## config.mk

```make
export PLATFORM = sky130hd
export DESIGN_NAME = decode_queue
export DESIGN_NICKNAME = d
export VERILOG_FILES = /design/src/rtl/decode_queue_pkg.sv /design/src/rtl/decode_queue_fifo.sv /design/src/rtl/decode_queue.sv
export SDC_FILE = /design/constraint.sdc
export NUM_CORES = 1
export LEC_CHECK = 0
export ABC_AREA = 0
export ABC_CLOCK_PERIOD_IN_PS = 12900
export BUFFER_PORTS_ARGS = -buffer_cell sky130_fd_sc_hd__buf_2
export CORE_MARGIN = 2
export CORE_UTILIZATION = 60
export CTS_BUF_LIST = sky130_fd_sc_hd__clkbuf_2 sky130_fd_sc_hd__clkbuf_4 sky130_fd_sc_hd__clkbuf_8
export CTS_CLUSTER_SIZE = 12
export DETAILED_ROUTE_END_ITERATION = 6
export PLACE_DENSITY_LB_ADDON = 0.08
export SLEW_MARGIN = 20
export SYNTH_ARGS = -nofsm -noshare
export SYNTH_HDL_FRONTEND = slang
export SYNTH_SLANG_ARGS = --single-unit
```

## constraint.sdc

```tcl
create_clock -name clock -period 12.9 [get_ports clock]
set_input_delay 2.58 -clock clock [delete_from_list [all_inputs] [get_ports clock]]
set_output_delay 2.58 -clock clock [all_outputs]
set_load 0.02 [all_outputs]
```

## src/rtl/decode_queue_pkg.sv

```systemverilog
// Shared decode-stage types, opcode constants and the combinational instruction decoder.
package decode_pkg;

  typedef logic [4:0] regind_t;

  localparam regind_t    REG_PC   = 5'd31;
  localparam logic [3:0] OP_OR    = 4'd10;
  localparam logic [3:0] OP_MEMOP = 4'd14;
  localparam logic [3:0] OP_CX    = 4'd15;

  typedef enum logic [1:0] {
    ADJ_ADD   = 2'd0,
    ADJ_LEFT  = 2'd1,
    ADJ_RIGHT = 2'd2,
    ADJ_ARITH = 2'd3
  } adj_t;

  typedef enum logic {ST_RUN = 1'b0, ST_SQUASH = 1'b1} state_t;

  // value is held at 32 bits; the top sign-extends it to XLEN.
  typedef struct packed {
    logic        is_valid;
    logic [3:0]  operation;
    regind_t     dst;
    regind_t     left;
    regind_t     right;
    regind_t     addr;
    adj_t        adj_op;
    logic [31:0] value;
    logic        rd_mem;
    logic        wr_mem;
    logic        pc_chg;
  } dec_t;

  function automatic dec_t decode(input logic [31:0] instr, input logic [3:0] flags);
    dec_t d;
    d.is_valid  = instr[31] == (|(instr[30:27] & flags));
    d.operation = instr[26:23];
    d.dst       = instr[22:18];
    d.left      = instr[16:12];
    d.right     = instr[11:7];
    d.addr      = instr[15:11];
    d.adj_op    = adj_t'(instr[6:5]);
    d.value     = '0;
    d.rd_mem    = 1'b0;
    d.wr_mem    = 1'b0;
    case (instr[26:23])
      OP_MEMOP: begin
        d.left      = '0;
        d.right     = '0;
        d.operation = OP_OR;
        d.adj_op    = ADJ_ADD;
        case (instr[17:16])
          2'd0: begin
            d.rd_mem = 1'b1;
            d.value  = {{21{instr[10]}}, instr[10:0]};
          end
          2'd1: d.value = {{16{instr[15]}}, instr[15:0]};
          2'd2: begin
            d.left  = instr[22:18];
            d.value = {{16{instr[15]}}, instr[15:0]};
          end
          default: begin
            d.wr_mem = 1'b1;
            d.left   = instr[22:18];
            d.adj_op = ADJ_LEFT;
            d.value  = {{21{instr[10]}}, instr[10:0]};
          end
        endcase
      end
      OP_CX: begin
        d.rd_mem = 1'b1;
        d.wr_mem = 1'b1;
        d.addr   = instr[6:2];
        d.adj_op = ADJ_ADD;
      end
      default: begin
        if (instr[17]) begin
          d.value = {{27{instr[4]}}, instr[4:0]};
        end else begin
          d.right  = '0;
          d.adj_op = ADJ_ADD;
          d.value  = {{20{instr[11]}}, instr[11:0]};
        end
      end
    endcase
    // Pure stores never redirect; loads (including cx) into PC do.
    d.pc_chg = d.is_valid && (!d.wr_mem || d.rd_mem) && (d.dst == REG_PC);
    return d;
  endfunction

endpackage

```

## src/rtl/decode_queue_fifo.sv

```systemverilog
// Count-based circular FIFO with a synchronous clear; a push in the clear cycle lands in slot 0.
module decode_queue_fifo #(
  parameter int W     = 64,
  parameter int DEPTH = 4
) (
  input  logic         clock,
  input  logic         reset_n,
  input  logic         clear,
  input  logic         push,
  input  logic [W-1:0] wdata,
  input  logic         pop,
  output logic [W-1:0] rdata,
  output logic         empty,
  output logic         full
);

  localparam int AW = $clog2(DEPTH);

  logic [W-1:0]  mem [DEPTH];
  logic [AW-1:0] wr_ptr, rd_ptr;
  logic [AW:0]   count;

  assign rdata = mem[rd_ptr];
  assign empty = (count == '0);
  assign full  = (count == (AW+1)'(DEPTH));

  always_ff @(posedge clock) begin
    if (push) mem[clear ? '0 : wr_ptr] <= wdata;
  end

  always_ff @(posedge clock or negedge reset_n) begin
    if (!reset_n) begin
      wr_ptr <= '0;
      rd_ptr <= '0;
      count  <= '0;
    end else if (clear) begin
      wr_ptr <= push ? AW'(1) : '0;
      rd_ptr <= '0;
      count  <= (AW+1)'(push);
    end else begin
      wr_ptr <= wr_ptr + AW'(push);
      rd_ptr <= rd_ptr + AW'(pop);
      count  <= count + (AW+1)'(push) - (AW+1)'(pop);
    end
  end

endmodule

```

## src/rtl/decode_queue.sv

```systemverilog
// Decode stage: instruction queue feeding a registered read-stage bundle, with wrong-path squash.
module decode_queue
  import decode_pkg::*;
#(
  parameter int XLEN  = 32,
  parameter int DEPTH = 4
) (
  input  logic            clock,
  input  logic            reset_n,
  input  logic            in_valid,
  input  logic [31:0]     in_instruction,
  input  logic [XLEN-1:0] in_pc,
  output logic            in_ready,
  input  logic [3:0]      flags,
  input  logic            flush,
  input  logic            redirect,
  output logic            out_valid,
  input  logic            out_ready,
  output logic            out_is_valid,
  output logic [XLEN-1:0] out_pc,
  output logic [3:0]      out_operation,
  output logic [4:0]      out_destination_register,
  output logic [4:0]      out_left_register,
  output logic [4:0]      out_right_register,
  output logic [4:0]      out_address_register,
  output logic [1:0]      out_adjustment_operation,
  output logic [XLEN-1:0] out_adjustment_value,
  output logic            out_is_reading_memory,
  output logic            out_is_writing_memory,
  output logic            out_is_pc_changing
);

  typedef struct packed {
    logic [31:0]     instr;
    logic [XLEN-1:0] pc;
  } entry_t;

  typedef struct packed {
    dec_t            dec;
    logic [XLEN-1:0] pc;
    logic [XLEN-1:0] value;
  } bundle_t;

  entry_t                 head, wr_entry;
  dec_t                   head_dec;
  logic signed [XLEN-1:0] head_value;
  bundle_t                out_q;
  state_t                 state;
  logic                   q_empty, q_full;
  logic                   load, accept, squash_edge, q_clear;

  assign wr_entry = '{instr: in_instruction, pc: in_pc};

  decode_queue_fifo #(.W($bits(entry_t)), .DEPTH(DEPTH)) u_fifo (
    .clock   (clock),
    .reset_n (reset_n),
    .clear   (q_clear),
    .push    (accept),
    .wdata   (wr_entry),
    .pop     (load),
    .rdata   (head),
    .empty   (q_empty),
    .full    (q_full)
  );

  assign head_dec   = decode(head.instr, flags);
  assign head_value = $signed(head_dec.value);

  // In SQUASH fetch is always ready: anything it sends is wrong-path and dropped.
  assign in_ready    = !q_full || (state == ST_SQUASH);
  assign load        = (state == ST_RUN) && !q_empty && (!out_valid || out_ready) && !flush && !redirect;
  assign squash_edge = load && head_dec.pc_chg;
  assign accept      = in_valid && in_ready &&
                       (redirect || ((state == ST_RUN) && !flush && !squash_edge));
  assign q_clear     = flush || redirect || squash_edge;

  always_ff @(posedge clock or negedge reset_n) begin
    if (!reset_n) begin
      state     <= ST_RUN;
      out_valid <= 1'b0;
      out_q     <= '0;
    end else begin
      if (flush && !redirect) state <= ST_SQUASH;
      else if (redirect)      state <= ST_RUN;
      else if (squash_edge)   state <= ST_SQUASH;

      if (flush) begin
        out_valid <= 1'b0;
      end else if (load) begin
        out_valid <= 1'b1;
        out_q     <= '{dec: head_dec, pc: head.pc, value: head_value};
      end else if (out_ready) begin
        out_valid <= 1'b0;
      end
    end
  end

  assign out_is_valid             = out_q.dec.is_valid;
  assign out_pc                   = out_q.pc;
  assign out_operation            = out_q.dec.operation;
  assign out_destination_register = out_q.dec.dst;
  assign out_left_register        = out_q.dec.left;
  assign out_right_register       = out_q.dec.right;
  assign out_address_register     = out_q.dec.addr;
  assign out_adjustment_operation = out_q.dec.adj_op;
  assign out_adjustment_value     = out_q.value;
  assign out_is_reading_memory    = out_q.dec.rd_mem;
  assign out_is_writing_memory    = out_q.dec.wr_mem;
  assign out_is_pc_changing       = out_q.dec.pc_chg;

endmodule

```

* Word level (Yosys, flattened, before mapping)
Memories as Yosys holds them, arrays and structs flattened. Cells that the tools add are included. W data, S select, Z words.
Cells by class: add/subtract/negate cells 4, equal/unequal tests 7, multiplexer cells 28, bitwise gates (word level) 3, reductions and logical operators 34
Operators by type and width (number):
- $mux W32 | 2
- $pmux W32 S2 | 1
- $mux W5 | 4
- $logic_and A1 B1 Y1 | 12
- $mux W1 | 12
- $pmux W5 S2 | 1
- $eq A4 B4 Y1 const B | 2
- $mux W2 | 4
- $pmux W2 S2 | 2
- $logic_not A1 Y1 | 7
- $logic_or A1 B1 Y1 | 6
- $reduce_bool A3 Y1 | 2
- $eq A5 B5 Y1 const B | 1
- $add A2 B1 Y2 | 2
- $and A4 B4 Y4 | 1
- $mux W4 | 1
- $reduce_or A2 Y1 | 2
- $reduce_or A4 Y1 | 1
- $add A3 B1 Y3 | 1
- $eq A3 B3 Y1 const B | 1
- $logic_not A3 Y1 | 1
- $mux W3 | 1
- $reduce_or A3 Y1 | 1
- $sub A3 B1 Y3 | 1
- 6 further kinds | 7
Storage, ports and cells: flip-flop bits (word level) 103, RAM bits 256, bits of input ports 74, output and inout bits 96, word-level logic and storage cells 94, memories kept 1
Memory list:
- u_fifo.mem | words 4, width 64, rd ports 1, clocked after Yosys merged registers in 0, wr ports 1, RTL line decode_queue_fifo.sv:19 | logic [W-1:0] mem [DEPTH];

* Logic depth before layout (Yosys ltp)
Gate-level depths: netlist of the first run. An unclocked memory read counts as a cell.
word-level depth 17, gate-level depth with buffers 18, depth with buffers taken out 13

* Modules after synthesis
A second synthesis of the first run with hierarchy kept.
Second synthesis, totals: cell total of the unflattened synthesis 750, area total of the unflattened synthesis 13217.7 um^2
By module, submodules not included:
- decode_queue_fifo | times used 1, cells each 370, area each 9706.8 um^2, seq. area each 7862.5 um^2
- decode_queue | times used 1, cells each 380, area each 3510.9 um^2, seq. area each 2001.9 um^2

* Worst setup path after synthesis of the first run
Ideal clock, no wire load.
path type in2reg, start input redirect, end memory u_fifo.mem[1][0], enable pin, setup time 0.565 ns, arrival time 7.713 ns, required time 12.335 ns, slack 4.622 ns, stages on the path 9, buffers on the path 3, path through or2_1 -> buf_2 -> or4_4 -> buf_6 -> clkinv_4 -> nand2_4 -> a2111oi_4 -> buf_6 -> nor3_1
Between the ends: word-level cells in the longest chain between the ends 9, elaborated cells on any way between the ends 12, those cells by class mux (3); reduce/logical (9)
RTL lines:
- from (decl) | RTL line decode_queue.sv:16 | input logic redirect,
- $logic_not A1 Y1 | RTL line decode_queue.sv:71 | assign load = (state == ST_RUN) && !q_empty && (!out_valid || out_ready) && !flush && !redirect;
- $logic_and A1 B1 Y1 | RTL line decode_queue.sv:71
- $logic_and A1 B1 Y1 | RTL line decode_queue.sv:72 | assign squash_edge = load && head_dec.pc_chg;
- $logic_not A1 Y1 | RTL line decode_queue.sv:74 | (redirect || ((state == ST_RUN) && !flush && !squash_edge));
- $logic_and A1 B1 Y1 | RTL line decode_queue.sv:74
- $logic_or A1 B1 Y1 | RTL line decode_queue.sv:74
- $logic_and A1 B1 Y1 | RTL line decode_queue.sv:73 | assign accept = in_valid && in_ready &&
- $mux W1 (2 in series) | RTL line decode_queue_fifo.sv:28 | if (push) mem[clear ? '0 : wr_ptr] <= wdata;
- to (decl) | RTL line decode_queue_fifo.sv:19
Parallel ways exist; a longest one is shown, timed or not.

* Final worst setup path of the first run
start input redirect, end register u_fifo.count[1]
Between the ends: word-level cells in the longest chain between the ends 10, elaborated cells on any way between the ends 12, those cells by class add/sub (2); mux (1); reduce/logical (9)
RTL lines:
- $logic_not A1 Y1 | RTL line decode_queue.sv:71
- $logic_and A1 B1 Y1 | RTL line decode_queue.sv:71
- $logic_and A1 B1 Y1 | RTL line decode_queue.sv:72
- $logic_not A1 Y1 | RTL line decode_queue.sv:74
- $logic_and A1 B1 Y1 | RTL line decode_queue.sv:74
- $logic_or A1 B1 Y1 | RTL line decode_queue.sv:74
- $logic_and A1 B1 Y1 | RTL line decode_queue.sv:73
- $add A3 B1 Y3 | RTL line decode_queue_fifo.sv:43 | count <= count + (AW+1)'(push) - (AW+1)'(pop);
- $sub A3 B1 Y3 | RTL line decode_queue_fifo.sv:43
- $mux W3 * | RTL line decode_queue_fifo.sv:36 | end else if (clear) begin
- to (signal assigned) | RTL line decode_queue_fifo.sv:39 | count <= (AW+1)'(push);
- to (signal assigned) | RTL line decode_queue_fifo.sv:43
- to (decl) | RTL line decode_queue_fifo.sv:21 | logic [AW:0] count;
Mark *: on every way between the ends. The rest lies on a longest branch, timed or not. A chain may end at the register's enable or synchronous reset.

==> results of run 1 <==
## state kept, by name (all words and copies together) (netlist names)
| signal | count |
|---|---|
| u_fifo.mem | 256 |
| out_pc | 32 |
| out_adjustment_value | 16 |
| out_address_register | 5 |
| out_destination_register | 5 |
| out_left_register | 5 |
| out_right_register | 5 |
| out_operation | 4 |
| u_fifo.count | 3 |
| out_adjustment_operation | 2 |
| u_fifo.rd_ptr | 2 |
| u_fifo.wr_ptr | 2 |
| out_is_pc_changing | 1 |
| out_is_reading_memory | 1 |
| out_is_valid | 1 |
| out_is_writing_memory | 1 |
| out_valid | 1 |
| state | 1 |
## final cells by class
type                    instances  area, um2  area share [%]
flip-flops and latches        343       9872           64.45
clock buffers                  87       1060           6.919
repair buffers                177      908.4           5.930
well taps                     280      350.3           2.287
multi-input cells             356       2950           19.26
clock inverters                14      118.9          0.7760
diodes                          3      7.507         0.04901
inverters                      12      50.05          0.3267
## worst register-to-register path, stage by stage, from the launching register on
cell and delay [ns]:
dfrtp_4 0.68, buf_4 0.83, mux4_2 0.74, inv_1 0.18, ha_1 0.20, nor2_1 0.06
and3_1 0.22, a2111oi_4 0.75, nor2_1 0.17, ha_1 0.25, inv_1 0.07, fa_1 0.42
nor3_1 0.25
## cell usage in the layout, fill, tap and decap left out, types with 9 or more instances in the layout
cell / count
buf_2: 168
dfrtp_1: 85
nor2_1: 17
o21ai_0: 19
clkbuf_4: 22
nand2_1: 156
a21oi_1: 16
mux4_2: 64
buf_4: 9
edfxtp_1: 256
clkbuf_8: 65
inv_1: 11
nand3_1: 12
## per-stage QoR
step / power, W / setup WS, ns / cell area, um2 / utilization (%)
after global routing: 0.002832 / 6.700 / 15310 / 70.60
after floorplan: 0.001638 / 4.622 / 13150 / -
after detailed placement: 0.001788 / 6.330 / 14130 / 65.16
after global placement: 0.001777 / 6.452 / 14130 / 65.16
after CTS: 0.002746 / 6.920 / 15310 / 70.59
final: 0.002724 / 6.839 / 15320 / 70.62
## power by group through the flow
stage,registers [W],clock network [W],logic (W)
after detailed placement,0.00138,0,0.000411
after floorplan,0.00147,0,0.000168
after global routing,0.00137,0.00102,0.000441
final,0.00136,0.000961,0.000407
after global placement,0.00137,0,0.000406
after CTS,0.00136,0.000978,0.000411
## cells by family (layout without fill, tap and decap cells)
logic type	count (synthesis)	count (layout)	share of synthesized area, %
AOI/OAI and AO/OA	62	62	3.188
buffers and inverters	65	290	2.674
xor gates and xnor gates	4	4	0.2665
DFF	343	343	75.04
other	0	3	0
adders and majority gates	8	8	0.8185
and+or+nand+nor	217	217	6.976
muxes	65	65	11.04
## per-layer routing
layer / global-route usage, % / up-vias / part of all wire [%]
li1: - / 3245 / -
met1: 32.81 / 3685 / 42
met2: 37.32 / 269 / 49
met3: 5.334 / 43 / 6.7
met4: 7.388 / 0 / 2.2
met5: 0 / - / 0
## path summary, 6_finish.rpt
check	startpoint	endpoint	slack, ns
max	redirect	u_fifo.count[1]$_DFF_PN0_	6.84
min	out_pc[20]$_DFFE_PN0P_	out_pc[20]$_DFFE_PN0P_	0.47
max reg2reg	u_fifo.rd_ptr[0]$_DFF_PN0_	u_fifo.count[1]$_DFF_PN0_	7.98
min reg2reg	out_pc[20]$_DFFE_PN0P_	out_pc[20]$_DFFE_PN0P_	0.47
max in group asynchronous	reset_n	out_operation[2]$_DFFE_PN0P_	9.80
min in group asynchronous	reset_n	out_is_valid$_DFFE_PN0P_	1.97
==> impl_metrics.json, run 1 <==
{
  "arrival_ns": 6.53,
  "synth_top_area_share_pct": 58.48,
  "grt-ovfl-total": 0,
  "cp.required_ns": 13.37,
  "track_usage_pct": 23.36,
  "drt_iter0_drc": 525,
  "hold_viol_final": 0,
  "rsz0062_at_grt": "no",
  "critPathMaxFanout": 70,
  "clockRootBuffer": "clkbuf_8",
  "path_cells": "buf_2 > or2_1 > or4_4 > clkinv_4 > nand2_4 > a2111oi_4 > nor2_1 > ha_1 > inv_1 > fa_1 > nor3_1",
  "setup-violations-final": 0,
  "cpLargestDelayFamily": "simple AND/OR/NAND/NOR gates",
  "synthCells": 764,
  "synth_fp_nets": 846,
  "vias_per_cell": 5.693,
  "drt-total-wl_um": 26460,
  "rows": 54,
  "status": "complete, no violations",
  "drc": 0,
  "clock_power_share_pct": 35.3,
  "start_util_pct": 60.61,
  "async_flop_share_pct": 25.36,
  "worst_pin_slew_ns": 1.018,
  "synth.area.top_cells": "edfxtp_1 58%, dfrtp_1 17%, mux4_2 11%",
  "cts_tree": "built",
  "fmax_mhz": 165.0,
  "clock_path_buffers": 3,
  "layout-drive-gt1-share_pct": 35.49,
  "grt_pass1_vias": 7634,
  "seqPwrFrac_pct": 49.8,
  "cts_setup_buffers": 0,
  "dieArea_mm2": 0.02311,
  "grt_max_degree": 71,
  "htree_levels": 2,
  "hpwl_um": 15750,
  "yosys_warnings": 0,
  "timing.hold.ws_ns": 0.4698,
  "setup_tns_ns": 0,
  "synthToLayoutAreaGrowth_pct": 16.51,
  "crit_cells": 11,
  "ctsHoldBuffers": 0,
  "io_pins": 170,
  "ir_drop_uv": 158.4,
  "antenna_found_initial": 3,
  "crit_path_start_kind": "primary input",
  "critPathBufInv": 3,
  "yosys.area.top_type": "edfxtp_1",
  "ys_seq_elements": 343,
  "die_x_um": 152.0,
  "end_kind": "register",
  "post-route-min-period_ns": 6.061,
  "nets": 1026,
  "max_cap_viol_count": 0,
  "synth_edf_count": 256,
  "synth_most_common_cell": "edfxtp_1",
  "p_sw_w": 0.0007326,
  "power_density_mw_per_mm2": 177.8,
  "internal_power_w": 0.001991,
  "switching_share_pct": 26.90,
  "drt_first_pass_iters": 7,
  "crit_slowest_cell": "a2111oi_4",
  "critPathKind": "primary input to register",
  "numPortBuffers": 169,
  "finalNonFillerCells": 1272,
  "core_area_mm2": 0.02169,
  "critPathMaxStageDelay_ns": 0.89,
  "synth_common_cells": "256 x edfxtp_1, 156 x nand2_1, 87 x dfrtp_1, 64 x mux4_2, 20 x buf_4",
  "fin_skew_ns": 0.01372,
  "clk_pin_slew_ns": 0.06,
  "dieHeight_um": 152.0,
  "postRouteAntennaNets": 0,
  "hold_depth": 2,
  "cts_buffers": 54,
  "placed_cells": 1168,
  "synth_ff_type": "edfxtp_1",
  "clock-sinks": 343,
  "clk_latency_ns": 0.57,
  "worst-r2r-cell-count": 12,
  "maxSlewHeadroom_pct": 32.11,
  "vias": 7242,
  "synth_seq_area_share_pct": 75.04,
  "p_leak_nw": 5.951,
  "syn_area_mm2": 0.01315,
  "fillers": 1438,
  "drv_slew": 0,
  "post_cts_resize_count": 0,
  "syn_area_per_cell_um2": 17.21,
  "grt_pass1_wl_um": 41760,
  "wire_per_inst_um": 20.80,
  "gp_congestion": 0.8095,
  "comb_power_share_pct": 14.9,
  "yosys.cell_types.count": 46,
  "hp-class": "register to register",
  "timing.final.crit_share_pct": 46.98
}
(Power assumes the default switching activity.)
==> run 2: changes to the inputs <==
--- a/config.mk
+++ b/config.mk
@@ -6,7 +6,7 @@
 export NUM_CORES = 1
 export LEC_CHECK = 0
 export ABC_AREA = 0
-export ABC_CLOCK_PERIOD_IN_PS = 12900
+export ABC_CLOCK_PERIOD_IN_PS = 6300
 export BUFFER_PORTS_ARGS = -buffer_cell sky130_fd_sc_hd__buf_2
 export CORE_MARGIN = 2
 export CORE_UTILIZATION = 60
==> constraint.sdc (replaced) <==
create_clock -name clock -period 6.3 [get_ports clock]
set_input_delay 1.26 -clock clock [delete_from_list [all_inputs] [get_ports clock]]
set_output_delay 1.26 -clock clock [all_outputs]
set_load 0.02 [all_outputs]
==> run 2 against run 1 <==
Die area stayed put. Non-clock buffer count is 1 higher. Via count is 1.6% higher. Core utilization is 0.31 points lower. Highest routed layer is now met5.
==> impl_metrics.json, run 2 (synthesis gave the netlist of run 1 again) <==
{
  "layout-drive-gt1-share_pct": 34.82,
  "post_cts_resize_count": 0,
  "critPathBufInv": 5,
  "clk_latency_ns": 0.56,
  "clock-sinks": 343,
  "end_kind": "register",
  "drt-total-wl_um": 26510,
  "start_util_pct": 60.61,
  "synthToLayoutAreaGrowth_pct": 16.00,
  "grt-ovfl-total": 0,
  "grt_pass1_vias": 7594,
  "critPathKind": "primary input to register",
  "vias": 7359,
  "fillers": 1461,
  "drv_slew": 0,
  "setup-violations-final": 0,
  "crit_cells": 13,
  "p_total_w": 0.005443,
  "drt_iter0_drc": 520,
  "p_leak_nw": 5.912,
  "critPathMaxStageDelay_ns": 0.90,
  "numPortBuffers": 169,
  "crit_slowest_cell": "or4_4",
  "worst-r2r-cell-count": 13,
  "core_area_mm2": 0.02169,
  "post-route-min-period_ns": 4.434,
  "die_x_um": 152.0,
  "cts_tree": "built",
  "status": "complete, no violations",
  "vias_per_cell": 5.790,
  "path_cells": "buf_2 > or2_1 > or4_4 > clkinv_4 > buf_4 > ha_1 > inv_1 > ha_1 > inv_1 > fa_1 > xor2_1 > xnor2_1 > nor3_1",
  "dieHeight_um": 152.0,
  "cpLargestDelayFamily": "simple AND/OR/NAND/NOR gates",
  "timing.hold.ws_ns": 0.4655,
  "fin_skew_ns": 0.01149,
  "dieArea_mm2": 0.02311,
  "nets": 1026,
  "wire_per_inst_um": 20.85,
  "antenna_found_initial": 4,
  "htree_levels": 2,
  "worst_pin_slew_ns": 1.044,
  "drc": 0,
  "postRouteAntennaNets": 0,
  "rows": 54,
  "clock_path_buffers": 3,
  "hpwl_um": 15930,
  "largest_reg_flops": 256,
  "grt_max_degree": 87,
  "rsz0062_at_grt": "no",
  "gp_congestion": 0.7798,
  "clk_pin_slew_ns": 0.06,
  "fmax_mhz": 225.5,
  "io_pins": 170,
  "maxSlewHeadroom_pct": 30.43,
  "critPathMaxFanout": 86,
  "power_density_mw_per_mm2": 356.9,
  "drt_first_pass_iters": 5,
  "grt_pass1_wl_um": 41860,
  "ir_drop_uv": 234.3,
  "setup_tns_ns": 0,
  "timing.final.crit_share_pct": 70.38,
  "clockRootBuffer": "clkbuf_8",
  "hold_viol_final": 0,
  "max_cap_viol_count": 0,
  "cts_buffers": 53,
  "top_register": "u_fifo.mem",
  "hold_depth": 2,
  "track_usage_pct": 23.34,
  "layout_common_cells": "256 x edfxtp_1, 168 x buf_2, 156 x nand2_1",
  "hp-class": "register to register",
  "crit_path_start_kind": "primary input",
  "cts_setup_buffers": 0,
  "ctsHoldBuffers": 0,
  "layout_commonest_cell": "edfxtp_1",
  "cp.required_ns": 6.70,
  "arrival_ns": 4.83
}
run 2: changes by cell type in the layout (fill, tap and decap cells not counted), sizes merged:
cell      previous run  this run
inv                 11        12
bufinv               2         0
clkinv              12        18
clkbuf              87        81
clkinvlp             1         0
buf                177       178
run 2: layer usage:
| metal | global-route usage [%] | up-vias | wire length (um) |
|---|---|---|---|
| met5 | 0 | - | 10 |
| met1 | 32.05 | 3765 | 11220 |
| met2 | 37.99 | 287 | 12810 |
| met4 | 7.165 | 2 | 644 |
| met3 | 5.590 | 60 | 1825 |
| li1 | - | 3245 | - |
run 2: worst paths after layout:
path	end	startpoint	slack [ns]
max	u_fifo.count[2]$_DFF_PN0_	redirect	1.87
max in group asynchronous	u_fifo.rd_ptr[0]$_DFF_PN0_	reset_n	4.47
min reg2reg	out_pc[3]$_DFFE_PN0P_	out_pc[3]$_DFFE_PN0P_	0.47
max reg2reg	u_fifo.count[2]$_DFF_PN0_	u_fifo.rd_ptr[0]$_DFF_PN0_	1.94
min	out_pc[3]$_DFFE_PN0P_	out_pc[3]$_DFFE_PN0P_	0.47
min in group asynchronous	out_operation[2]$_DFFE_PN0P_	reset_n	0.69
run 2: worst register-to-register path: cells and delay by family (launching register included):
family	cells	cell delay [ns]
fa+ha+maj	3	0.63
simple gates	4	0.51
buf+inv	2	0.24
mux	1	0.73
compound gates	1	0.75
xor+xnor	2	0.31
flops	1	1.03
run 2: through the flow:
stage / cell area [um2] / setup WS, ns / utilization [%] / cells
floorplan: 13150 / -0.9129 / - / 764
global placement: 14160 / 1.359 / 65.28 / 1169
detailed placement: 14160 / 1.279 / 65.28 / 1169
CTS: 15240 / 1.870 / 70.28 / 1268
global route: 15240 / 1.508 / 70.29 / 1269
finish: 15250 / 1.866 / 70.31 / 1271
run 2: final cells by class:
class / count / area (um2) / share of cell area, %
sequential: 343 / 9872 / 64.74
antenna: 3 / 7.507 / 0.04923
clock buffer: 81 / 1002 / 6.572
clock inverter: 18 / 82.58 / 0.5415
multi-input combinational: 356 / 2957 / 19.39
tap: 280 / 350.3 / 2.297
inverter: 12 / 50.05 / 0.3282
timing repair buffer: 178 / 928.4 / 6.088
run 2: power by group:
group          switching, W  internal, W  total (W)
clock network      0.000812      0.00101    0.00183
logic              0.000551     0.000283   0.000834
registers          0.000134      0.00265    0.00278
